$ cat src/rtl/sum_tree_pkg.sv
// Width/depth helpers shared by the reduction tree and its levels.
// Pure constant functions; no logic, no latency, no flow control.
package sum_tree_pkg;

  function automatic int level_count(input int num_in);
    return (num_in > 1) ? $clog2(num_in) : 0;
  endfunction

  function automatic int full_width(input int num_in, input int data_w);
    return data_w + level_count(num_in);
  endfunction

  function automatic int latency(input int num_in, input int pipe);
    return (pipe != 0 && level_count(num_in) > 1) ? level_count(num_in) : 1;
  endfunction

  // Terms entering level lvl: ceil(num_in / 2**lvl).
  function automatic int level_terms(input int num_in, input int lvl);
    return (num_in + (1 << lvl) - 1) >> lvl;
  endfunction

  function automatic int pair_count(input int m);
    return (m + 1) / 2;
  endfunction

endpackage

$ cat src/rtl/sum_tree_level.sv
// One adder-tree level: M terms of W bits -> ceil(M/2) sums of W+1 bits, odd term zero-extended.
// Latency 0 (PIPE=0) or 1 (PIPE=1); no backpressure, a new set of terms is taken every clock.
module sum_tree_level
  import sum_tree_pkg::*;
#(
  parameter int M    = 2,
  parameter int W    = 3,
  parameter int PIPE = 0
) (
  input  logic                               clk,
  input  logic                               rst,
  input  logic [M*W-1:0]                     term_dat,
  output logic [pair_count(M)*(W+1)-1:0]     sum_dat
);

  localparam int N  = pair_count(M);
  localparam int OW = W + 1;

  logic [N*OW-1:0] pair_sum;

  for (genvar j = 0; j < N; j++) begin : g_pair
    if (2*j + 1 < M) begin : g_add
      assign pair_sum[j*OW +: OW] = OW'(term_dat[2*j*W +: W]) + OW'(term_dat[(2*j+1)*W +: W]);
    end else begin : g_pass
      assign pair_sum[j*OW +: OW] = OW'(term_dat[2*j*W +: W]);
    end
  end

  if (PIPE != 0) begin : g_reg
    always_ff @(posedge clk or negedge rst) begin
      if (!rst) sum_dat <= '0;
      else      sum_dat <= pair_sum;
    end
  end else begin : g_comb
    logic unused_clk_rst;
    assign unused_clk_rst = clk ^ rst;
    assign sum_dat = pair_sum;
  end

endmodule

$ cat src/rtl/sum_tree.sv
// Unsigned reduction adder of NUM_IN packed elements with truncated sum, full sum and overflow.
// Latency 1 (PIPE=0) or max(1,clog2(NUM_IN)) (PIPE=1); no backpressure, one result per clock.
module sum_tree
  import sum_tree_pkg::*;
#(
  parameter int  NUM_IN = 4,
  parameter int  DATA_W = 3,
  parameter int  SUM_W  = 3,
  parameter int  PIPE   = 0,
  localparam int FULL_W = full_width(NUM_IN, DATA_W)
) (
  input  logic                     clk,
  input  logic                     rst,
  input  logic [NUM_IN*DATA_W-1:0] inputs,
  output logic [SUM_W-1:0]         sum,
  output logic [FULL_W-1:0]        sum_full,
  output logic                     overflow,
  output logic                     out_valid
);

  localparam int NL    = level_count(NUM_IN);
  localparam int LAT   = latency(NUM_IN, PIPE);
  localparam int CNT_W = $clog2(LAT + 1);

  logic [FULL_W-1:0] tree_sum;

  for (genvar k = 0; k < NL; k++) begin : lvl
    localparam int M = level_terms(NUM_IN, k);
    localparam int W = DATA_W + k;

    logic [M*W-1:0]                  term_dat;
    logic [pair_count(M)*(W+1)-1:0]  sum_dat;

    if (k == 0) begin : g_first
      assign term_dat = inputs;
    end else begin : g_next
      assign term_dat = lvl[k-1].sum_dat;
    end

    sum_tree_level #(.M(M), .W(W), .PIPE(PIPE)) u_level (
      .clk      (clk),
      .rst      (rst),
      .term_dat (term_dat),
      .sum_dat  (sum_dat)
    );
  end

  if (NL == 0) begin : g_single
    assign tree_sum = inputs;
  end else begin : g_tree
    assign tree_sum = lvl[NL-1].sum_dat;
  end

  // A pipelined tree already ends in a register; only add one when nothing else registers.
  if (PIPE == 0 || NL == 0) begin : g_out_reg
    always_ff @(posedge clk or negedge rst) begin
      if (!rst) sum_full <= '0;
      else      sum_full <= tree_sum;
    end
  end else begin : g_out_pipe
    assign sum_full = tree_sum;
  end

  if (SUM_W <= FULL_W) begin : g_trunc
    assign sum = sum_full[SUM_W-1:0];
  end else begin : g_zext
    assign sum = {{(SUM_W-FULL_W){1'b0}}, sum_full};
  end

  if (SUM_W < FULL_W) begin : g_ovf
    assign overflow = |sum_full[FULL_W-1:SUM_W];
  end else begin : g_no_ovf
    assign overflow = 1'b0;
  end

  logic [CNT_W-1:0] fill_cnt;

  always_ff @(posedge clk or negedge rst) begin
    if (!rst)                           fill_cnt <= '0;
    else if (fill_cnt != CNT_W'(LAT))   fill_cnt <= fill_cnt + CNT_W'(1);
  end

  assign out_valid = (fill_cnt == CNT_W'(LAT));

endmodule

$ cat config.mk
export PLATFORM = sky130hd
export DESIGN_NAME = sum_tree
export DESIGN_NICKNAME = d
export VERILOG_FILES = /design/src/rtl/sum_tree_pkg.sv /design/src/rtl/sum_tree_level.sv /design/src/rtl/sum_tree.sv
export SDC_FILE = /design/constraint.sdc
export NUM_CORES = 1
export LEC_CHECK = 0
export ABC_AREA = 0
export BUFFER_PORTS_ARGS = -buffer_cell sky130_fd_sc_hd__buf_2
export CELL_PAD_IN_SITES_DETAIL_PLACEMENT = 2
export CELL_PAD_IN_SITES_GLOBAL_PLACEMENT = 2
export CORE_MARGIN = 3
export CORE_UTILIZATION = 25
export DETAILED_ROUTE_END_ITERATION = 7
export HOLD_SLACK_MARGIN = 0.06
export PLACE_DENSITY = 0.87
export SLEW_MARGIN = 20
export SYNTH_ARGS = -nofsm -noshare
export SYNTH_HDL_FRONTEND = slang
export SYNTH_SLANG_ARGS = --single-unit
$ cat constraint.sdc
create_clock -name clk -period 1.2 [get_ports clk]
set_input_delay 0.36 -clock clk [delete_from_list [all_inputs] [get_ports clk]]
set_output_delay 0.36 -clock clk [all_outputs]
set_load 0.02 [all_outputs]
==> results.toml, run 1 <==
[routing]
first_pass_iters = 1
routed_wl_um = 1020
vias_per_cell = 4.091
drc = 0
dr_total_vias = 315
wire_per_inst_um = 13.25
drt_iter0_drc = 0
ant_nets = 0

[yosys]
syn-instance-count = 36
netlist_top_cells_count = "inv_1, dfrtp_1, fa_1"
synthArstFlopShare_pct = 100.0
synthDistinctLibCells = 11
synth_edf_count = 0
syn_avg_cell_area_um2 = 11.57
yosysWarnings = 0
synth_area_leaders = "dfrtp_1, fa_1, ha_1, inv_1, buf_4"
yosysSeqAreaShare_pct = 36.04
syn_nets = 60
synth_area_leader_cell = "dfrtp_1"
syn_area_um2 = 416.7
synth_top_area_share_pct = 36.04
synth-seq-cells = 6
synthFlopType = "dfrtp_1"
yosysMostFrequentCell = "inv_1"

[cells_and_area]
layout.nets = 87
seq_area_um2 = 150.1
stdcell_count = 77
drive_gt1_share_pct = 65.57
final_util_pct = 41.96
multi_input_area_um2 = 244.0
fillCellCount = 170
syn_to_final_growth_pct = 55.26
diodes = 0

[timing]
period_needed_ns = 2.215
fin_crit_sh_pct = 184.6
max_freq_mhz = 451.5
setup_viol = 5
timing.hold.ws_ns = 0.3510
layout_setup_ws_ns = -1.015
maxSlewViolCount = 0
rsz0062_at_grt = "true"
hold_viol_final = 0

[worst_hold_path]
hp-start = "inputs[9]"
hold_class = "in2reg"

[die]
die_x_um = 46.83
start_util_pct = 27.03
num_io_pins = 24
rows = 14
core_mm2 = 0.001541
die_area_mm2 = 0.002193
die_y_um = 46.83

[placement]
pre_cts_slack_ns = -1.326
portBuffers = 23
dp_hpwl_um = 833.3
dp.cells = 73
globalplace.congestion = 0.5600

[status]
failed_checks = "setup timing"
status = "complete, but fails checks"

[pwr]
vdd_drop_max_v = 0.0004840
pwr_density_cell_mw_per_mm2 = 1667
leakage_nw = 0.3336

[grt]
grt_pass1_vias = 357
grt_usage_pct = 10.32
gr-total-overflow = 0
grt_max_degree = 7
grt_pass1_wl_um = 1483
antenna_found_initial = 0

[worst_setup_path]
crit_path_start_kind = "input pin"
cp_max_fo = 2
cp-end-kind = "flip-flop"
critPathArrivalTime_ns = 2.35
required_ns = 1.34
crit_start = "inputs[1]"
path_class = "in2reg"

[clock_tree]
htreeDepth = 1
clock-sinks = 6
clk_pin_slew_ns = 0.04
cts_buffers = 3
cts_root_buf = "clkbuf_4"
cts_buffer_depth = 2
cts_tree = "yes"

[flow_run]
cap_violations = 0
[where the power goes]
group / switching, mW / total, mW / internal, mW
registers: 0.0249 / 0.292 / 0.267
logic: 0.350 / 0.606 / 0.256
clock network: 0.0676 / 0.180 / 0.113
[layer usage]
| layer | share of wire (%) | GRT usage (%) |
|---|---|---|
| met5 | 0 | 0 |
| met4 | 0 | 4.972 |
| met3 | 9.2 | 2.299 |
| met2 | 60 | 21.14 |
| met1 | 30 | 9.112 |
[final cells by class]
| cell class | instances | share of cell area (%) |
|---|---|---|
| timing repair buffer | 25 | 24.95 |
| multi-input combinational | 16 | 37.72 |
| tap | 16 | 3.095 |
| sequential | 6 | 23.21 |
| inverter | 11 | 7.544 |
| clock buffer | 3 | 3.482 |
[worst max-delay path, cell delays in order]
cell and delay [ns]:
buf_8 0.08, inv_8 0.02, fa_1 0.54, inv_2 0.04, fa_1 0.54, ha_4 0.15
inv_2 0.04, fa_2 0.53, inv_2 0.03
[cells by family after synthesis]
kind of cell,Yosys count,share of synthesized area [%]
buffers and inverters,14,15.32
adders and majority gates,10,40.84
DFF,6,36.04
and+or+nand+nor,3,3.603
AOI/OAI and AO/OA,1,1.200
xor gates and xnor gates,1,2.102
other,1,0.9000
[metrics by stage]
step / setup TNS, ns / power, mW / cell area (um^2)
floorplan: -3.528 / 0.6470 / 426.7
global placement: -4.349 / 0.7607 / 546.8
detailed placement: -4.628 / 0.8016 / 546.8
CTS: -3.336 / 1.047 / 614.3
global route: -3.454 / 1.165 / 646.9
finish: -3.268 / 1.079 / 646.9
[cells in the final DEF, fill, tap and decap left out, types with 2 or more instances in the layout]
cell type	Yosys	final
buf_2	0	19
ha_1	4	2
inv_1	11	5
inv_2	0	5
clkbuf_4	0	3
fa_2	0	2
ha_4	0	2
fa_1	6	4
dfrtp_1	6	6
buf_6	0	3
[worst paths after layout]
check                               to  slack [ns]  cells after the start
worst max-delay path       sum_full[2]       -1.01                      9
max in group asynchronous    out_valid        0.59                      2
min in group asynchronous  sum_full[1]        0.47                      2
worst min-delay path       sum_full[0]        0.35                      2
[timing repair]
item	CTS	global route
gates resized for setup	10	8
gates cloned	0	0
endpoints found under the hold margin	6	0
hold buffers	1	0
setup buffers	0	0
endpoints found under the setup margin	5	5
pin swaps	2	5
[flip-flops by register name, summed over array words and instances, names as in the netlist]
name	count
sum_full	5
out_valid	1
No activity file was read; power rests on OpenSTA's default activity.
==> run 2: changes to the inputs <==
--- a/config.mk
+++ b/config.mk
@@ -6,14 +6,14 @@
 export NUM_CORES = 1
 export LEC_CHECK = 0
 export ABC_AREA = 0
-export BUFFER_PORTS_ARGS = -buffer_cell sky130_fd_sc_hd__buf_2
 export CELL_PAD_IN_SITES_DETAIL_PLACEMENT = 2
 export CELL_PAD_IN_SITES_GLOBAL_PLACEMENT = 2
 export CORE_MARGIN = 3
-export CORE_UTILIZATION = 25
+export CORE_UTILIZATION = 32
 export DETAILED_ROUTE_END_ITERATION = 7
+export DONT_BUFFER_PORTS = 1
 export HOLD_SLACK_MARGIN = 0.06
-export PLACE_DENSITY = 0.87
+export PLACE_DENSITY = 0.78
 export SLEW_MARGIN = 20
 export SYNTH_ARGS = -nofsm -noshare
 export SYNTH_HDL_FRONTEND = slang
==> constraint.sdc (replaced) <==
create_clock -name clk -period 2.5 [get_ports clk]
set_input_delay 0.75 -clock clk [delete_from_list [all_inputs] [get_ports clk]]
set_output_delay 0.75 -clock clk [all_outputs]
set_load 0.02 [all_outputs]
==> results.toml, run 2 (same netlist as run 1, synthesis figures left out) <==
[status]
status = "complete, but fails checks"
failed_checks = "setup timing"

[die]
core_mm2 = 0.001156
start_util_pct = 36.04
die_x_um = 42.09
die_area_mm2 = 0.001771
rows = 12
num_io_pins = 24
die_y_um = 42.09

[routing]
first_pass_iters = 2
ant_nets = 0
drt_iter0_drc = 2
routed_wl_um = 927
vias_per_cell = 4.788
wire_per_inst_um = 17.83
drc = 0
dr_total_vias = 249

[cells_and_area]
top_register = "sum_full"
multi_input_area_um2 = 205.2
syn_to_final_growth_pct = 10.21
final_common_cell = "inv_1"
largest_reg_flops = 5
fillCellCount = 121
fin_area_um2 = 459.2
diodes = 0
layout.nets = 64
drive_gt1_share_pct = 26.32
final_cell_mix = "inv_1, fa_1, dfrtp_1"
seq_area_um2 = 150.1

[placement]
dp_hpwl_um = 803.2
placed_area_um2 = 421.7
portBuffers = 0
globalplace.congestion = 0.6626
pre_cts_slack_ns = -0.2574

[worst_setup_path]
critPathArrivalTime_ns = 2.65
crit_path_start_kind = "input pin"
required_ns = 2.65
path_class = "in2reg"
cp_max_fo = 2
crit_start = "inputs[1]"
cp-end-kind = "flip-flop"

[grt]
antenna_found_initial = 0
grt_pass1_wl_um = 1442
grt_max_degree = 7
grt_pass1_vias = 322
gr-total-overflow = 0
grt_usage_pct = 12.26

[pwr]
p_sw_mw = 0.1819
p_int_mw = 0.2311
clockPowerShare_pct = 21.3
switching_share_pct = 44.04
leakage_nw = 0.2355
seq_power_share_pct = 50.9
combPwrFrac_pct = 27.8
vdd_drop_max_v = 0.0001890
pwr_density_cell_mw_per_mm2 = 899.3

[timing]
hold_viol_final = 0
maxSlewViolCount = 0
max_freq_mhz = 398.9
rsz0062_at_grt = "true"
setup_viol = 2
layout_setup_ws_ns = -0.006616
fin_crit_sh_pct = 100.3
period_needed_ns = 2.507

[clock_tree]
cts_root_buf = "clkbuf_4"
holdBufCountCts = 0
cts_buffers = 3
clock-sinks = 6
cts_buffer_depth = 2
htreeDepth = 1
cts_tree = "yes"
clk_pin_slew_ns = 0.05

[worst_hold_path]
hold_class = "in2async"

[flow_run]
cap_violations = 0
[run 2: changes by cell type in the layout (fill, tap and decap cells not counted), moves of 2 or more]
cell	delta
fa_1	+2
inv_1	+2
buf_2	-19
fa_2	-2
buf_6	-3
ha_4	-2
inv_2	-2
[run 2: metal layers]
| layer | vias up | GRT usage [%] | routed length (um) | part of all wire (%) |
|---|---|---|---|---|
| met5 | - | 0 | 0 | 0 |
| met4 | 0 | 13.66 | 48 | 5.2 |
| met3 | 4 | 3.863 | 76 | 8.2 |
| met2 | 20 | 25.00 | 555 | 60 |
| met1 | 123 | 6.878 | 247 | 27 |
| li1 | 102 | - | - | - |
[run 2: stage by stage]
step           setup TNS [ns]  power (mW)  util (%)  instances  hold WS, ns
4_1_cts                     0      0.4151     39.07         51       0.1968
3_3_place_gp          -0.3490      0.3028     36.47         47       0.4546
2_1_floorplan         -0.2957      0.3106         -         36       0.4544
3_5_place_dp          -0.5681      0.3213     36.47         47       0.4546
5_1_grt              -0.03078      0.4458     39.72         52       0.1775
6_report             -0.01054      0.4129     39.72         52       0.2010
[run 2: final timing paths]
| path | to | cells after the start |
|---|---|---|
| max in group asynchronous | sum_full[2] | 0 |
| worst max-delay path | sum_full[3] | 8 |
| worst min-delay path | out_valid | 0 |
| min in group clk | sum_full[0] | 1 |
[run 2: repair_timing]
action	in CTS	in global routing
cloned	0	0
buffers inserted	1	1
setup endpoints to repair	2	2
gates resized for setup	0	2
pin swaps	1	1
[run 2: layout make-up]
type	instances	area share, %
flip-flops and latches	6	32.70
repair buffers	2	3.270
well taps	14	3.815
multi-input cells	16	44.69
clock buffers	3	4.905
inverters	11	10.63
[run 2: worst max-delay path, cell delays in order]
cell	delay (ns)
inv_8	0.01
fa_1	0.54
inv_2	0.04
fa_1	0.51
ha_2	0.19
inv_2	0.04
fa_1	0.38
xnor2_1	0.19
[run 2: power groups by stage]
stage / clock network (mW) / logic, mW / registers (mW)
after floorplan: 0 / 0.128 / 0.183
final: 0.0879 / 0.115 / 0.210
after global placement: 0 / 0.0916 / 0.211
after detailed placement: 0 / 0.107 / 0.214
after global routing: 0.103 / 0.127 / 0.216
after CTS: 0.0898 / 0.113 / 0.212
==> run 3: changes to the inputs <==
--- a/config.mk
+++ b/config.mk
@@ -14,6 +14,7 @@
 export DONT_BUFFER_PORTS = 1
 export HOLD_SLACK_MARGIN = 0.06
 export PLACE_DENSITY = 0.78
+export REMOVE_ABC_BUFFERS = 1
 export SLEW_MARGIN = 20
 export SYNTH_ARGS = -nofsm -noshare
 export SYNTH_HDL_FRONTEND = slang
==> results.toml, run 3 (same netlist as run 1, synthesis figures left out) <==
[status]
status = "completed"

[worst_hold_path]
hold_class = "in2async"

[timing]
maxSlewViolCount = 0
rsz0062_at_grt = "true"
hold_viol_final = 0
layout_setup_ws_ns = 0.01946
fin_crit_sh_pct = 99.22
period_needed_ns = 2.481
setup_viol = 0
max_freq_mhz = 403.1

[cells_and_area]
stdcell_count = 51
top_register = "sum_full"
final_util_pct = 39.07
final_common_cell = "inv_1"
largest_reg_flops = 5
drive_gt1_share_pct = 21.62
diodes = 0
syn_to_final_growth_pct = 8.408
layout.nets = 63
final_cell_mix = "inv_1, fa_1, dfrtp_1, ha_1, clkbuf_4"

[placement]
dp_hpwl_um = 626.3
globalplace.congestion = 0.6985
dp.cells = 48
pre_cts_slack_ns = -0.2817
portBuffers = 0

[pwr]
pwr_density_cell_mw_per_mm2 = 881.2
vdd_drop_max_v = 0.0001854
leakage_nw = 0.2313

[clock_tree]
clock-sinks = 6
holdBufCountCts = 0
cts_buffers = 3
post-cts-setup-buffer-count = 0
clk_pin_slew_ns = 0.04
cts_tree = "yes"
cts_root_buf = "clkbuf_4"
cts_buffer_depth = 2
htreeDepth = 1

[grt]
gr-total-overflow = 0
grt_usage_pct = 8.356
grt_max_degree = 7
antenna_found_initial = 0
grt_pass1_vias = 255
grt_pass1_wl_um = 1000

[worst_setup_path]
crit_start = "inputs[1]"
cp_max_fo = 2
cp-end-kind = "flip-flop"
critPathArrivalTime_ns = 2.60
crit_path_start_kind = "input pin"
critPathCapture = "sum_full[3]"
required_ns = 2.62
path_class = "in2reg"

[routing]
wire_per_inst_um = 13.47
first_pass_iters = 1
drc = 0
vias_per_cell = 4.549
drt_iter0_drc = 0
ant_nets = 0
routed_wl_um = 687
dr_total_vias = 232

[die]
num_io_pins = 24
core_mm2 = 0.001156
start_util_pct = 36.04
die_x_um = 42.09
die_y_um = 42.09
rows = 12
die_area_mm2 = 0.001771

[flow_run]
cap_violations = 0
[run 3: cell count changes in the layout (fill, tap and decap cells not counted), sizes merged]
cell / before / now
buf: 2 / 1
[run 3: area by class of cell]
class,instances,area (um^2)
fill,123,704.4
tap,14,17.52
clock buffer,3,22.52
sequential,6,150.1
timing repair buffer,1,7.507
inverter,11,48.80
multi-input combinational,16,205.2
[run 3: worst min-delay path by stage]
| stage | startpoint | endpoint | slack, ns | depth (start not counted) |
|---|---|---|---|---|
| CTS | rst | sum_full[4] | 0.19 | 0 |
| global route | rst | sum_full[4] | 0.18 | 0 |
| floorplan | rst | out_valid | 0.45 | 0 |
| detailed placement | rst | sum_full[2] | 0.45 | 0 |
| finish | rst | sum_full[4] | 0.20 | 0 |
| global placement | rst | sum_full[2] | 0.45 | 0 |
[run 3: power breakdown]
| group | internal (mW) | switching, mW |
|---|---|---|
| Sequential | 0.128 | 0.0806 |
| Clock | 0.0542 | 0.0334 |
| Combinational | 0.0449 | 0.0573 |
[run 3: metrics by stage]
step	total power, mW	hold slack (ns)	TNS (ns)	area, um^2
6_report	0.3980	0.2006	0	451.7
5_1_grt	0.4325	0.1776	-0.005492	451.7
4_1_cts	0.4089	0.1891	-0.06180	441.7
3_5_place_dp	0.3143	0.4546	-0.5926	419.2
3_3_place_gp	0.3012	0.4545	-0.4133	419.2
2_1_floorplan	0.2830	0.4544	-0.3218	394.1
[run 3: layer usage]
metal	track usage [%]	share of wire, %	vias to the layer above
met1	5.570	28	116
met5	0	0	-
li1	-	-	100
met4	11.18	2.0	0
met3	2.575	10	2
met2	15.12	60	14
[run 3: critical path: stages]
cell     delay, ns
inv_8         0.01
fa_1          0.54
inv_2         0.04
fa_1          0.51
ha_2          0.19
inv_2         0.04
fa_1          0.37
xnor2_1       0.14
[run 3: timing repair]
action,in CTS,in global routing
pin swaps,0,1
setup endpoints to repair,2,2
resized for setup,0,7
